--- config.mk ---
export PLATFORM = sky130hd
export DESIGN_NAME = neuron_sequencer
export DESIGN_NICKNAME = d
export VERILOG_FILES = /design/src/rtl/neuron_sequencer.sv
export SDC_FILE = /design/constraint.sdc
export NUM_CORES = 1
export LEC_CHECK = 0
export CORE_AREA = 2 2 239 241
export DETAILED_ROUTE_END_ITERATION = 7
export DIE_AREA = 0 0 241 243
export GPL_TIMING_DRIVEN = 0
export PLACE_DENSITY_LB_ADDON = 0.2
export SLEW_MARGIN = 10
export SYNTH_ARGS = -nofsm -noshare
export SYNTH_HDL_FRONTEND = slang
export SYNTH_SLANG_ARGS = --single-unit
--- constraint.sdc ---
create_clock -name clock -period 45.3 [get_ports clock]
set_input_delay 6.795 -clock clock [delete_from_list [all_inputs] [get_ports clock]]
set_output_delay 6.795 -clock clock [all_outputs]
set_load 0.005 [all_outputs]
--- src/rtl/neuron_sequencer.sv ---
// Initiator-side sequencer for a neuron: gathers NUM_INPUTS serial samples into a
// parallel vector, strobes start, waits for done under a watchdog, then presents the result.
module neuron_sequencer #(
    parameter int DATA_WIDTH     = 32,
    parameter int NUM_INPUTS     = 16,
    parameter int TIMEOUT_CYCLES = 64
) (
    input  logic                         clock,
    input  logic                         reset,
    input  logic signed [DATA_WIDTH-1:0] in_data,
    input  logic                         in_valid,
    output logic                         in_ready,
    output logic signed [DATA_WIDTH-1:0] neuron_inputs [NUM_INPUTS],
    output logic                         neuron_start,
    input  logic signed [DATA_WIDTH-1:0] neuron_result,
    input  logic                         neuron_done,
    output logic signed [DATA_WIDTH-1:0] result,
    output logic                         result_valid,
    input  logic                         result_ready,
    output logic                         busy,
    output logic                         timeout_error
);

    localparam int CW = $clog2(NUM_INPUTS);
    localparam int TW = $clog2(TIMEOUT_CYCLES + 1);
    localparam logic [CW-1:0] LAST_INDEX = CW'(NUM_INPUTS - 1);
    localparam logic [TW-1:0] TIMER_LAST = TW'(TIMEOUT_CYCLES - 1);

    typedef enum logic [1:0] {
        ST_COLLECT = 2'd0,
        ST_START   = 2'd1,
        ST_WAIT    = 2'd2,
        ST_PRESENT = 2'd3
    } state_t;

    state_t                         r_state;
    state_t                         w_state_next;
    logic [CW-1:0]                  r_count;
    logic [CW-1:0]                  w_count_next;
    logic [TW-1:0]                  r_timer;
    logic [TW-1:0]                  w_timer_next;
    logic signed [DATA_WIDTH-1:0]   r_result;
    logic signed [DATA_WIDTH-1:0]   w_result_next;
    logic                           r_timeout_error;
    logic                           w_timeout_error_next;
    logic                           w_accept;

    always_ff @(posedge clock or posedge reset) begin
        if (reset) begin
            r_state         <= ST_COLLECT;
            r_count         <= '0;
            r_timer         <= '0;
            r_result        <= '0;
            r_timeout_error <= 1'b0;
        end else begin
            r_state         <= w_state_next;
            r_count         <= w_count_next;
            r_timer         <= w_timer_next;
            r_result        <= w_result_next;
            r_timeout_error <= w_timeout_error_next;
        end
    end

    always_comb begin
        w_state_next         = r_state;
        w_count_next         = r_count;
        w_timer_next         = r_timer;
        w_result_next        = r_result;
        w_timeout_error_next = r_timeout_error;
        w_accept             = 1'b0;
        case (r_state)
            ST_COLLECT: begin
                if (in_valid) begin
                    w_accept = 1'b1;
                    if (r_count == LAST_INDEX) begin
                        w_count_next = '0;
                        w_state_next = ST_START;
                    end else begin
                        w_count_next = r_count + CW'(1);
                    end
                end
            end
            ST_START: begin
                w_timer_next = '0;
                w_state_next = ST_WAIT;
            end
            ST_WAIT: begin
                w_timer_next = r_timer + TW'(1);
                // A done arriving on the expiry cycle takes priority over the timeout.
                if (neuron_done) begin
                    w_result_next = neuron_result;
                    w_state_next  = ST_PRESENT;
                end else if (r_timer == TIMER_LAST) begin
                    w_result_next        = '0;
                    w_timeout_error_next = 1'b1;
                    w_state_next         = ST_PRESENT;
                end
            end
            ST_PRESENT: begin
                if (result_ready) begin
                    w_state_next = ST_COLLECT;
                end
            end
            default: begin
                w_state_next = ST_COLLECT;
            end
        endcase
    end

    // Entries only change in COLLECT, so the vector is stable from START to the end of PRESENT.
    generate
        for (genvar gi = 0; gi < NUM_INPUTS; gi++) begin : g_buffer
            logic signed [DATA_WIDTH-1:0] r_entry;
            always_ff @(posedge clock or posedge reset) begin
                if (reset) begin
                    r_entry <= '0;
                end else if (w_accept && (r_count == CW'(gi))) begin
                    r_entry <= in_data;
                end
            end
            assign neuron_inputs[gi] = r_entry;
        end
    endgenerate

    assign in_ready      = (r_state == ST_COLLECT);
    assign neuron_start  = (r_state == ST_START);
    assign result_valid  = (r_state == ST_PRESENT);
    assign busy          = !((r_state == ST_COLLECT) && (r_count == '0));
    assign result        = r_result;
    assign timeout_error = r_timeout_error;

endmodule

==> flow_summary.ini <==
[outcome]
outcome = finished, final reports clean

[logic_synthesis]
synth_most_common_cell = dfrtp_1
yosys_warnings = 0
synth.avg_cell_area_um2 = 16.6
synthSimpleGateAreaFrac_pct = 2.31
yosysTopAreaCellShare_pct = 65.0
ys_ff_latch = 558
synth_top_area_cell = dfrtp_1
synth-compound-area-share_pct = 1.82
ys.flop_type = dfrtp_1
ys_types = 43
async_flop_share_pct = 100
synthCells = 1293
synth_edf_count = 0
muxShareOfSynthArea_pct = 26.9
synth_fa_ha_area_share_pct = 0.582
synthesis.area_mm2 = 0.0215
ys_seq_area_share_pct = 65.0
synth_top_family_by_area = multiplexers
syn_nets = 1372
synth.area.top_cells = dfrtp_1 (65%), mux2_2 (21%), mux2_1 (5.8%)
post_synth_xor_area_fraction_pct = 0.0815
synth_common_cells = dfrtp_1 (558), mux2_2 (403), mux2_1 (110)

[global_route]
grt_pass1_wl_mm = 95.6
gr-usage-met3_pct = 7.02
grt_use_met1_pct = 26.8
grt_usage_pct = 21.9
overflow = 0
antenna_found_initial = 2
gr-max-usage-layer = met2
grt_use_met2_pct = 36.6
grt_max_degree = 111
grt_pass1_vias = 14330

[cts]
clock_latency_ns = 0.60
cts_buffers = 59
cts_tree = built
cts.sinks = 558
root_buffer = clkbuf_16
ctsResizeCount = 0
ctsHoldBuffers = 0
post_cts_buffers = 0
clk_pin_slew_ns = 0.06
cts_max_level = 2
cts_buffer_depth = 3

[placement]
io_buffers = 617
hpwl_mm = 47.6
placedCellCount = 2671
gp_congestion = 0.799

[critical_path]
endpoint_kind = primary output
critPathMaxStageDelay_ns = 0.52
crit_buf_inv = 2
cp_slowest_cell = clkdlybuf4s50_1
crit_chain = inv_1 > ha_1 > nand3_1 > clkdlybuf4s50_1
crit_family = buffers and inverters
rr_endpoint = g_buffer[3].r_entry[27]$_DFFE_PP0P_
crit_type = reg -> out
critPathMaxFanout = 5
r2r-start = r_state[0]$_DFFE_PP0P_
reg2reg_slack_ns = 42.86
cp-start-kind = flop
cp_data_required_time_ns = 38.51
cp.arrival_ns = 2.06
worst_r2r_path_depth = 6

[sta]
rsz0062_at_grt = no
period_share_pct = 19.6
post-route-min-period_ns = 8.86
fin_setup_tns_ns = 0
fmax_mhz = 113
slew_headroom_pct = 55.0
finalSetupViolations = 0
fin_worst_skew_ns = 0.0252
slew_violations = 0
finalHoldViolCount = 0
tightest_slew_ns = 0.674

[floorplan]
dieHeight_um = 243
start_util_pct = 38.4
core_area_mm2 = 0.0560
io_pins = 618
die_w_um = 241
die_area_mm2 = 0.0586
rows = 87

[run]
drv_cap = 0

[pwr]
power_density_mw_per_mm2 = 63.1
power_leakage_nw = 14.3
vdd_drop_max_uv = 39.4

[routing]
drt_wl_total_mm = 64.8
ant_nets = 0
dr.pass1.iters = 4
vias = 13499
wl_per_cell_um = 23.3
drtIter0Drc = 520
via_per_inst = 4.86
route.detailed.drc = 0

[min_path]
min_to = g_buffer[9].r_entry[12]$_DFFE_PP0P_
holdCritStartpoint = g_buffer[9].r_entry[12]$_DFFE_PP0P_
whs_path_depth = 1
hp-class = reg -> reg

[cells_and_area]
syn_to_final_growth_pct = 43.1
seq_area_mm2 = 0.0140
multi_input_area_mm2 = 0.00682
diodes = 0
num-fill-cells = 4685
finalNetCount = 2055
drive_above_1_share_pct = 28.4
finalNonFillerCells = 2780
-- worst reg2reg max path: cells and delay by family, from the launching register on --
| family | cells | cell delay (ns) |
|---|---|---|
| mux | 1 | 0.38 |
| buf+inv | 2 | 0.52 |
| simple gates | 2 | 0.71 |
| fa+ha+maj | 1 | 0.32 |
| flops | 1 | 0.40 |
-- cells by family after synthesis --
| family | Yosys count |
|---|---|
| flops | 558 |
| mux | 514 |
| buf+inv | 101 |
| simple gates | 59 |
| compound gates | 49 |
| fa+ha+maj | 10 |
| xor+xnor | 2 |
-- metrics by stage --
step	worst slack, ns	utilization, %	instance area, µm²	hold WS, ns	power (mW)
after CTS	36.35	54.9	30700	0.487	1.97
after floorplan	22.90	-	21500	0.454	0.996
after global placement	16.64	51.1	28600	0.468	1.45
after global routing	36.33	54.9	30700	0.495	2.03
after detailed placement	36.32	51.4	28800	0.470	1.46
final	36.44	54.9	30700	0.483	1.94
-- where the power goes --
| part | switching, mW | internal, mW | total, mW |
|---|---|---|---|
| Clock | 0.196 | 0.296 | 0.492 |
| Combinational | 0.245 | 0.435 | 0.680 |
| Sequential | 0.0935 | 0.674 | 0.767 |
-- metal layers --
metal  part of all wire [%]  wire (µm)
met3                    8.1       5260
met2                     49      32000
met1                     40      25600
met5                  0.011          7
met4                    3.0       1940
-- sequential cells by signal, indices dropped and copies added, names as in the netlist --
name	flops
g_buffer.r_entry	512
result	32
r_timer	7
r_count	4
r_state	2
timeout_error	1
-- layout by cell type, fill, tap and decap left out, types with 3 or more instances in the layout --
master           Yosys  layout
dfrtp_1            558     558
buf_2                9       9
buf_6               28      28
inv_1                9       8
mux2_1             110     110
clkbuf_8             0      13
nor2_1               4       4
buf_16               0       5
clkinv_2             0       7
mux2_2             403     403
a22o_1              32      32
nand2_1             10      10
bufinv_16            0       5
clkdlybuf4s50_1      0     617
o21ai_0              5       5
nand2_2              3       3
nor3_2               3       3
clkbuf_16            0      61
ha_1                10      10
nor2_4               3       3
buf_4               10      10
nor2_8               7       7
clkbuf_1            41      61
nand3_1             10      10
buf_12               4       4
-- final cells by class --
| type | instances | area share [%] |
|---|---|---|
| flip-flops and latches | 558 | 45.4 |
| inverters | 9 | 0.134 |
| clock inverters | 15 | 0.680 |
| well taps | 756 | 3.08 |
| repair buffers | 622 | 20.5 |
| plain buffers | 92 | 2.18 |
| clock buffers | 94 | 5.79 |
| multi-input cells | 634 | 22.2 |
-- worst max path at each step --
stage | depth (start not counted) | slack [ns] | start | endpoint
2_1_floorplan | 1 | 22.90 | reset | g_buffer[0].r_entry[0]$_DFFE_PP0P_
3_3_place_gp | 2 | 16.64 | reset | g_buffer[11].r_entry[9]$_DFFE_PP0P_
3_5_place_dp | 5 | 36.32 | in_valid | g_buffer[3].r_entry[27]$_DFFE_PP0P_
4_1_cts | 4 | 36.35 | r_state[0]$_DFFE_PP0P_ | busy
5_1_grt | 4 | 36.33 | r_state[0]$_DFFE_PP0P_ | busy
6_report | 4 | 36.44 | r_state[0]$_DFFE_PP0P_ | busy
Note: power is estimated with default switching activity, not from simulation.
